--- config.mk ---
export PLATFORM = sky130hd
export DESIGN_NAME = multiboot_ctrl_flat
export DESIGN_NICKNAME = d
export VERILOG_FILES = /design/src/rtl/multiboot_ctrl_pkg.sv /design/src/rtl/multiboot_ctrl_if.sv /design/src/rtl/multiboot_delay.sv /design/src/rtl/multiboot_ctrl.sv /design/src/flat_wrapper.sv
export SDC_FILE = /design/constraint.sdc
export NUM_CORES = 1
export LEC_CHECK = 0
export BUFFER_PORTS_ARGS = -buffer_cell sky130_fd_sc_hd__buf_2
export CORE_AREA = 2 2 65 67
export DETAILED_ROUTE_END_ITERATION = 10
export DIE_AREA = 0 0 67 69
export GPL_TIMING_DRIVEN = 1
export HOLD_SLACK_MARGIN = 0.15
export PLACE_DENSITY = 0.74
export REMOVE_ABC_BUFFERS = 1
export SETUP_SLACK_MARGIN = 0.02
export SLEW_MARGIN = 10
export SYNTH_ARGS = -nofsm -noshare
export SYNTH_HDL_FRONTEND = slang
export SYNTH_HIERARCHICAL = 1
export SYNTH_SLANG_ARGS = --single-unit
--- constraint.sdc ---
create_clock -name clock -period 1.33 [get_ports clock]
set_input_delay 0.133 -clock clock [delete_from_list [all_inputs] [get_ports clock]]
set_output_delay 0.133 -clock clock [all_outputs]
set_load 0.01 [all_outputs]
--- src/rtl/multiboot_ctrl_pkg.sv ---
// Shared constants for the multiboot controller: state encoding, default
// register numbers, boot address width and a write-decode helper.
package multiboot_ctrl_pkg;

  localparam int unsigned ADDR_W = 24;

  localparam logic [7:0] DEF_COREADDR_REG = 8'hFC;
  localparam logic [7:0] DEF_COREBOOT_REG = 8'h0D;

  localparam logic [1:0] ST_IDLE = 2'd0;
  localparam logic [1:0] ST_ARM  = 2'd1;
  localparam logic [1:0] ST_FIRE = 2'd2;
  localparam logic [1:0] ST_LOCK = 2'd3;

  // True when the current host access is a write to the given register.
  function automatic logic is_write(input logic wr, input logic [7:0] addr,
                                    input logic [7:0] target);
    return wr && (addr == target);
  endfunction

endpackage

--- src/rtl/multiboot_ctrl_if.sv ---
// Host register bus plus the boot outputs toward the ICAP sequencer.
interface multiboot_ctrl_if;
  import multiboot_ctrl_pkg::*;

  logic [7:0]        reg_addr;
  logic              reg_wr;
  logic [7:0]        din;
  logic [ADDR_W-1:0] spi_addr;
  logic              mbt_reboot;
  logic              busy;
  logic              addr_valid;

  modport master (
    output reg_addr, reg_wr, din,
    input  spi_addr, mbt_reboot, busy, addr_valid
  );

  modport slave (
    input  reg_addr, reg_wr, din,
    output spi_addr, mbt_reboot, busy, addr_valid
  );

endinterface

--- src/rtl/multiboot_delay.sv ---
// Loadable down-counter that stops at zero and reports a zero flag.
module multiboot_delay #(
  parameter int unsigned WIDTH = 8
) (
  input  logic             clock,
  input  logic             rst,
  input  logic             load,
  input  logic [WIDTH-1:0] load_val,
  input  logic             en,
  output logic             zero
);

  logic [WIDTH-1:0] cnt_q;

  // Load has priority; otherwise count down while enabled, holding at zero.
  always_ff @(posedge clock or posedge rst) begin
    if (rst) begin
      cnt_q <= '0;
    end else if (load) begin
      cnt_q <= load_val;
    end else if (en && (cnt_q != '0)) begin
      cnt_q <= cnt_q - 1'b1;
    end
  end

  assign zero = (cnt_q == '0);

endmodule

--- src/rtl/multiboot_ctrl.sv ---
// Multiboot controller: collects a 24-bit boot address from host writes,
// arms on a boot command, and after a fixed delay issues one reboot pulse.
//
// state | meaning
// ------+---------------------------------------------------------------
// IDLE  | collecting address bytes, waiting for a boot command
// ARM   | delay running; a boot write with din[0]=0 aborts
// FIRE  | one cycle, mbt_reboot high
// LOCK  | terminal until reset; all writes ignored
module multiboot_ctrl
  import multiboot_ctrl_pkg::*;
#(
  parameter logic [7:0]  COREADDR_REG = DEF_COREADDR_REG,
  parameter logic [7:0]  COREBOOT_REG = DEF_COREBOOT_REG,
  parameter int unsigned ARM_CYCLES   = 16
) (
  input  logic             clock,
  input  logic             reset,
  multiboot_ctrl_if.slave  bus
);

  if (COREADDR_REG == COREBOOT_REG) begin : g_reg_clash
    $error("multiboot_ctrl: COREADDR_REG and COREBOOT_REG must differ");
  end

  if ((ARM_CYCLES < 1) || (ARM_CYCLES > 255)) begin : g_arm_range
    $error("multiboot_ctrl: ARM_CYCLES must be in 1..255");
  end

  localparam logic [7:0] ARM_LOAD = 8'(ARM_CYCLES - 1);

  logic [1:0]        rst_sync_q;
  logic              rst_int;
  logic [1:0]        state_q;
  logic [ADDR_W-1:0] spi_addr_q;
  logic [1:0]        byte_cnt_q;
  logic              addr_valid_q;
  logic              busy_q;
  logic              reboot_q;
  logic              addr_wr;
  logic              boot_wr;
  logic              trigger;
  logic              abort;
  logic              cnt_zero;

  // Reset asserts immediately and releases two clock edges after reset drops,
  // so the state machine never sees a partially released reset.
  always_ff @(posedge clock or posedge reset) begin
    if (reset) begin
      rst_sync_q <= 2'b11;
    end else begin
      rst_sync_q <= {rst_sync_q[0], 1'b0};
    end
  end

  assign rst_int = rst_sync_q[1];

  assign addr_wr = is_write(bus.reg_wr, bus.reg_addr, COREADDR_REG);
  assign boot_wr = is_write(bus.reg_wr, bus.reg_addr, COREBOOT_REG);
  assign trigger = (state_q == ST_IDLE) && boot_wr && bus.din[0] && addr_valid_q;
  assign abort   = (state_q == ST_ARM) && boot_wr && !bus.din[0];

  multiboot_delay #(
    .WIDTH (8)
  ) u_delay (
    .clock    (clock),
    .rst      (rst_int),
    .load     (trigger),
    .load_val (ARM_LOAD),
    .en       (state_q == ST_ARM),
    .zero     (cnt_zero)
  );

  // Sequencing FSM with all outputs registered; abort wins over firing.
  always_ff @(posedge clock or posedge rst_int) begin
    if (rst_int) begin
      state_q      <= ST_IDLE;
      spi_addr_q   <= '0;
      byte_cnt_q   <= 2'd0;
      addr_valid_q <= 1'b0;
      busy_q       <= 1'b0;
      reboot_q     <= 1'b0;
    end else begin
      reboot_q <= 1'b0;
      case (state_q)
        ST_IDLE: begin
          if (addr_wr) begin
            spi_addr_q <= {spi_addr_q[ADDR_W-9:0], bus.din};
            if (byte_cnt_q != 2'd3) begin
              byte_cnt_q   <= byte_cnt_q + 2'd1;
              addr_valid_q <= (byte_cnt_q == 2'd2);
            end
          end else if (trigger) begin
            state_q <= ST_ARM;
            busy_q  <= 1'b1;
          end
        end
        ST_ARM: begin
          if (abort) begin
            state_q      <= ST_IDLE;
            byte_cnt_q   <= 2'd0;
            addr_valid_q <= 1'b0;
            busy_q       <= 1'b0;
          end else if (cnt_zero) begin
            state_q  <= ST_FIRE;
            reboot_q <= 1'b1;
          end
        end
        ST_FIRE: begin
          state_q <= ST_LOCK;
        end
        ST_LOCK: begin
          state_q <= ST_LOCK;
        end
        default: begin
          state_q <= ST_IDLE;
        end
      endcase
    end
  end

  assign bus.spi_addr   = spi_addr_q;
  assign bus.mbt_reboot = reboot_q;
  assign bus.busy       = busy_q;
  assign bus.addr_valid = addr_valid_q;

endmodule

--- src/flat_wrapper.sv ---
// flat-port wrapper written by rule: the top's interface ports become plain ports
module multiboot_ctrl_flat import multiboot_ctrl_pkg::*;
#(
  parameter logic [7:0]  COREADDR_REG = DEF_COREADDR_REG,
  parameter logic [7:0]  COREBOOT_REG = DEF_COREBOOT_REG,
  parameter int unsigned ARM_CYCLES   = 16
)
  (clock, reset, bus_reg_addr, bus_reg_wr, bus_din, bus_spi_addr, bus_mbt_reboot, bus_busy, bus_addr_valid);
  multiboot_ctrl_if bus_i ();
  input  logic clock;
  input  logic reset;
  input wire logic [$bits(bus_i.reg_addr)-1:0] bus_reg_addr;
  input wire logic [$bits(bus_i.reg_wr)-1:0] bus_reg_wr;
  input wire logic [$bits(bus_i.din)-1:0] bus_din;
  output wire logic [$bits(bus_i.spi_addr)-1:0] bus_spi_addr;
  output wire logic [$bits(bus_i.mbt_reboot)-1:0] bus_mbt_reboot;
  output wire logic [$bits(bus_i.busy)-1:0] bus_busy;
  output wire logic [$bits(bus_i.addr_valid)-1:0] bus_addr_valid;
  assign bus_i.reg_addr = bus_reg_addr;
  assign bus_i.reg_wr = bus_reg_wr;
  assign bus_i.din = bus_din;
  assign bus_spi_addr = bus_i.spi_addr;
  assign bus_mbt_reboot = bus_i.mbt_reboot;
  assign bus_busy = bus_i.busy;
  assign bus_addr_valid = bus_i.addr_valid;
  multiboot_ctrl #(.COREADDR_REG(COREADDR_REG), .COREBOOT_REG(COREBOOT_REG), .ARM_CYCLES(ARM_CYCLES)) u_core (.clock(clock), .reset(reset), .bus(bus_i));
endmodule
[After elaboration in Yosys (flattened, before gate mapping)]
Index checks and enable logic that the tools add are counted.
Operators by class
  reduce and logical (&&, ||, !) cells: 19
  add/subtract/negate cells: 2
  equal/unequal tests: 13
  muxes and demuxes: 21
Operators with widths (number)
  8-bit 2-to-1 mux: 2
  2-bit 2-to-1 mux: 7
  8-bit by 4-bit equality test with 1-bit output (second input constant): 1
  8-bit equality test (second input constant): 1
  1-bit logical AND: 8
  8-bit zero test: 1
  1-bit 2-to-1 mux: 8
  4-bit AND reduction: 2
  8-bit nonzero test: 1
  8-bit by 1-bit subtractor with 8-bit output (second input constant): 1
  2-bit equality test (second input constant): 3
  2-bit by 1-bit != test with 1-bit output (second input constant): 3
  2-bit != test (second input constant): 3
  2-bit case mux with 3 select lines: 1
  1-bit case mux with 2 select lines: 2
  2-bit case mux with 2 select lines: 1
  2-bit nonzero test: 2
  3-bit by 1-bit != test with 1-bit output (second input constant): 1
  3-bit AND reduction: 1
  2-bit by 1-bit adder with 2-bit output (second input constant): 1
  2-bit by 1-bit equality test with 1-bit output (second input constant): 1
  2-bit zero test: 1
  2-bit AND reduction: 1
  2-bit OR reduction: 1
  1-bit zero test: 1
Word-level totals
  output and inout bits: 27
  input port bits: 19
  logic and storage cells: 63
  flip-flop bits (word level): 41

[Depth between registers and ports, before layout]
  depth after elaboration: 8
  mapped depth: 6
  gate-level depth less buffers: 6

[Modules after synthesis]
The synthesis kept the hierarchy.
Modules (own cells, without submodules)
  multiboot_ctrl: cells an instance 90, area an instance 1423.9 um^2, instances 1, seq. area each 828.3 um^2
  multiboot_delay: cells an instance 53, area an instance 495.5 um^2, instances 1, seq. area each 200.2 um^2

[Least setup slack after synthesis]
Ideal clock, no wire load.
  path kind: register -> register
  start: reg u_core.u_delay.cnt_q[0]
  end: reg u_core.u_delay.cnt_q[1]
  clock period less this slack: 1.760 ns
  arrival time: 1.684 ns
  library setup time: 0.076 ns
  cell stages (with the launch flop): 7
  buffers on the path: 0
  slack: -0.430 ns
  data required time: 1.254 ns
  cell sequence: dfrtp_1 > inv_1 > ha_1 > or4b_4 > o21ai_2 > mux2_1 > o21ai_1
Between the ends
  longest elaborated chain between the ends: 3
  elaborated cells on any way between the ends: 6
RTL lines
  start: declaration: line multiboot_delay.sv:13  | logic [WIDTH-1:0] cnt_q;
  start signal: assignment: line multiboot_delay.sv:20  | cnt_q <= load_val;
  start signal: assignment: line multiboot_delay.sv:22  | cnt_q <= cnt_q - 1'b1;
  8-bit by 1-bit subtractor with 8-bit output or 8-bit nonzero test (tied branches): line multiboot_delay.sv:22, multiboot_delay.sv:21
  8-bit 2-to-1 mux or 1-bit logical AND (tied branches): line multiboot_delay.sv:21  | end else if (en && (cnt_q != '0)) begin
  8-bit 2-to-1 mux or 2-bit nonzero test (tied branches)
Several ways; a longest one is shown, not always the timed one. The select of a mux whose other input is x is not followed.
A chain may end at the register's enable or synchronous reset.

[Final worst setup path]
  start: reg u_core.u_delay.cnt_q[1]
  end: reg u_core.u_delay.cnt_q[1]
The elaborated chain is that of the path after synthesis.

==> results_dict.tcl <==
set metrics [dict create \
    power_density_nw_per_um2 909 \
    initialDrtViolationCount 83 \
    io_count 46 \
    die-area_sq_um 4620 \
    reg2reg_to "u_core/u_delay/cnt_q[1]" \
    numPlacedInstances 263 \
    die_width_um 67 \
    placement_row_count 23 \
    grt_first_pass_wirelength_um 7400 \
    grt_start_max_net_pins 32 \
    least_setup_slack_across_all_paths_after_layout_ps -438 \
    pwr-share-clk_pct 42.2 \
    via_count_of_the_first_global_routing_pass 1573 \
    report.final.setup_viol 38 \
    startpoint_type "flop" \
    clk_root_buffer_cell "sky130_fd_sc_hd__clkbuf_8" \
    clkSlewWorstSetupHoldPaths_ps 70 \
    ys_seq_elements 41 \
    dp_hpwl_um 2820 \
    layout_worst_path_cycle_share_pct 133 \
    cts_buffer_depth 2 \
    power_switching_share_pct 21.3 \
    netSwitchingPower_uw 528 \
    peakVddDrop_v 0.000489 \
    final_cell_count_no_fill 284 \
    violated_checks "negative setup slack" \
    timing.final.hold_violations 0 \
    crit_path_end "u_core/u_delay/cnt_q[1]" \
    antenna_found_initial 0 \
    placement.io_buffers 45 \
    timing.critical_path.fanout_max 3 \
    via_per_inst 5.10 \
    cp.arrival_ps 2000 \
    totalWireLength_um 4650 \
    detailedRoute.firstPassIterationCount 4 \
    clk-insertion-delay-late_ps 300 \
    cts_htree_levels 2 \
    cts_buffers 5 \
    maximum_frequency_from_static_timing_analysis_mhz 566 \
    vias 1448 \
    synth-seq-area-share_pct 53.6 \
    setup.worst_path.start "u_core/u_delay/cnt_q[1]" \
    power_frac_comb_pct 6.0 \
    finish.net_count 256 \
    synth.yosys.warnings 6 \
    synth_cell_type_count 40 \
    total_leakage_power_uw 0.00142 \
    maxSlewHeadroom_pct 66.6 \
    residual_drc 0 \
    gr-usage-all-layers_pct 21.4 \
    worstReg2RegStart "u_core/u_delay/cnt_q[1]" \
    synthToLayoutAreaGrowth_pct 42.2 \
    route.detailed.wl_per_inst_um 16.4 \
    antenna_nets_post_route 0 \
    max_cap_viol_count 0 \
    grt_remaining_overflow 0 \
    finalCriticalPeriod_ps 1770 \
    rsz0062_at_grt "true" \
    worst_setup_path_end_kind "flop" \
    timing_max_transition_violations_final 0 \
    slew_at_the_pin_closest_to_its_max_slew_limit_ps 500 \
    syn_avg_cell_area_sq_um 13.4 \
    worst_path_required_time_ps 1560 \
    tritoncts_clock_tree "yes" \
    hold_path.class "flop to asynchronous set/reset pin" \
    worst-setup-path-type "flop to flop" \
    final.fill_count 292 \
    cell_area_after_synthesis_sq_um 1920 \
    r2r.worst_path.cells 6 \
    num_antenna_cells 0 \
    clock_sink_count 41 \
    fin_worst_skew_ps 6.14 \
    gp_congestion 0.845 \
    power.sequential.fraction_pct 51.7 \
    synthesis.instances 143 \
    initial_utilization_pct 49.0 \
    fin_util_pct 69.8 \
    final_layout_size_suffix_gt1_share_pct 56.4 \
    internal_power_uw 1950 \
    status "complete, but fails checks" \
    die-height_um 69 \
    design.core.area_sq_um 3910 \
    r2r_slack_ps -440 \
]
-- worst min-delay path by stage --
stage	slack, ps	endpoint	start	cells after the start
2_1_floorplan	40	u_core/rst_sync_q[0]	reset	1
4_1_cts	230	u_core/u_delay/cnt_q[0]	u_core/rst_sync_q[1]	1
3_5_place_dp	160	u_core/rst_sync_q[0]	reset	2
5_1_grt	260	u_core/u_delay/cnt_q[6]	u_core/rst_sync_q[1]	1
6_report	220	u_core/u_delay/cnt_q[2]	u_core/rst_sync_q[1]	1
3_3_place_gp	150	u_core/rst_sync_q[0]	reset	2
-- layout make-up --
class                   count  area [sq um]  area share, %
inverters                   7          26.3          0.962
well taps                  50          62.6           2.29
flip-flops and latches     41          1030           37.7
repair buffers             79           531           19.4
clock buffers               6          82.6           3.02
multi-input cells          99           961           35.2
clock inverters             2          37.5           1.37
-- stage by stage --
step	hold slack [ps]	cell area (sq um)	setup slack (ps)	total power, uW	TNS, ps
2_1_floorplan	44.5	1920	-493	1370	-11080
3_3_place_gp	154	2380	-413	1420	-4430
3_5_place_dp	162	2380	-509	1430	-5760
4_1_cts	231	2740	-434	2500	-6860
5_1_grt	256	2730	-504	2580	-7620
6_report	216	2730	-438	2480	-5610
-- cell usage in the layout, fill, tap and decap left out, drive strengths merged, types with 4 or more instances in the layout --
cell type     n
buf          70
clkbuf        6
conb          9
dfrtp        39
dlygate4sd3   9
ha            4
inv           7
mux2         27
nand2         9
nand4         4
nor2          5
nor2b         4
o21ai        10
-- cells in the mapped netlist --
cell type | number | share of area [%]
sky130_fd_sc_hd__a211oi_1 | 1 | 0.39
sky130_fd_sc_hd__a21o_1 | 1 | 0.39
sky130_fd_sc_hd__a21oi_1 | 1 | 0.26
sky130_fd_sc_hd__a22oi_1 | 1 | 0.39
sky130_fd_sc_hd__a311o_1 | 1 | 0.52
sky130_fd_sc_hd__a31o_2 | 1 | 0.46
sky130_fd_sc_hd__and3_1 | 2 | 0.65
sky130_fd_sc_hd__and4b_2 | 1 | 0.59
sky130_fd_sc_hd__buf_6 | 2 | 1.2
sky130_fd_sc_hd__clkbuf_1 | 1 | 0.20
sky130_fd_sc_hd__conb_1 | 2 | 0.39
sky130_fd_sc_hd__dfrtp_1 | 39 | 51
sky130_fd_sc_hd__dfstp_2 | 2 | 2.7
sky130_fd_sc_hd__ha_1 | 4 | 2.6
sky130_fd_sc_hd__inv_1 | 7 | 1.4
sky130_fd_sc_hd__mux2_1 | 1 | 0.59
sky130_fd_sc_hd__mux2_2 | 6 | 3.5
sky130_fd_sc_hd__mux2_4 | 20 | 16
sky130_fd_sc_hd__nand2_1 | 9 | 1.8
sky130_fd_sc_hd__nand2b_1 | 1 | 0.33
sky130_fd_sc_hd__nand3_1 | 1 | 0.26
sky130_fd_sc_hd__nand4_1 | 3 | 0.98
sky130_fd_sc_hd__nand4_4 | 1 | 1.1
sky130_fd_sc_hd__nor2_1 | 5 | 0.98
sky130_fd_sc_hd__nor2b_1 | 4 | 1.3
sky130_fd_sc_hd__nor3_1 | 1 | 0.26
sky130_fd_sc_hd__nor3b_1 | 2 | 0.78
sky130_fd_sc_hd__nor4_2 | 2 | 1.3
sky130_fd_sc_hd__nor4b_1 | 1 | 0.46
sky130_fd_sc_hd__o21ai_0 | 5 | 1.3
sky130_fd_sc_hd__o21ai_1 | 3 | 0.78
sky130_fd_sc_hd__o21ai_2 | 2 | 0.91
sky130_fd_sc_hd__o31a_1 | 1 | 0.46
sky130_fd_sc_hd__o31ai_1 | 1 | 0.39
sky130_fd_sc_hd__o41ai_1 | 1 | 0.46
sky130_fd_sc_hd__or3_1 | 1 | 0.33
sky130_fd_sc_hd__or3_4 | 1 | 0.59
sky130_fd_sc_hd__or4b_4 | 1 | 0.72
sky130_fd_sc_hd__xnor2_1 | 2 | 0.91
sky130_fd_sc_hd__xor2_1 | 2 | 0.91
-- power groups by stage --
stage / logic [uW] / clock network (uW) / registers, uW
3_3_place_gp: 115 / 0 / 1310
4_1_cts: 148 / 1070 / 1280
2_1_floorplan: 57.2 / 0 / 1310
6_report: 150 / 1050 / 1280
3_5_place_dp: 122 / 0 / 1310
5_1_grt: 166 / 1130 / 1290
-- what timing repair did --
item / 4_1_cts / 5_1_grt
pin swaps: 8 / 7
endpoints found under the setup margin: 38 / 39
hold buffers: 9 / 0
gates cloned: 2 / 0
setup buffers: 3 / 2
endpoints found under the hold margin: 10 / 0
gates resized for setup: 21 / 10
-- routing by layer --
metal	GRT usage, %	wire (um)	up-vias
met3	3.59	230	10
met4	9.52	99	0
met5	0	0	-
met2	38.8	2580	44
li1	-	-	682
met1	23.7	1730	712
-- registers in the layout, summed over array words and instances (netlist names) --
register	cells
u_core/u_delay/cnt_q	8
u_core/byte_cnt_q	2
u_core/state_q	2
u_core/bus.addr_valid	1
u_core/bus.mbt_reboot	1
u_core/bus.busy	1
u_core/bus.spi_addr	24
u_core/rst_sync_q	2
-- critical path: stages, from the launching register on --
cell and delay, ps:
sky130_fd_sc_hd__dfrtp_1 400, sky130_fd_sc_hd__inv_2 90, sky130_fd_sc_hd__ha_4 140, sky130_fd_sc_hd__or4b_4 500
sky130_fd_sc_hd__o21ai_4 160, sky130_fd_sc_hd__mux2_4 320, sky130_fd_sc_hd__o21ai_2 100
-- logic make-up (layout without fill, tap and decap cells) --
logic type      after synthesis  in the layout  synth area share (%)
mux                          27             27                  19.8
other cells                   2              9                 0.391
compound gates               19             19                  6.71
simple gates                 36             36                  12.4
buf+inv                      10             94                  2.74
xor+xnor                      4              4                  1.83
flops                        41             41                  53.6
fa+ha+maj                     4              4                  2.61
(Power assumes the default switching activity.)
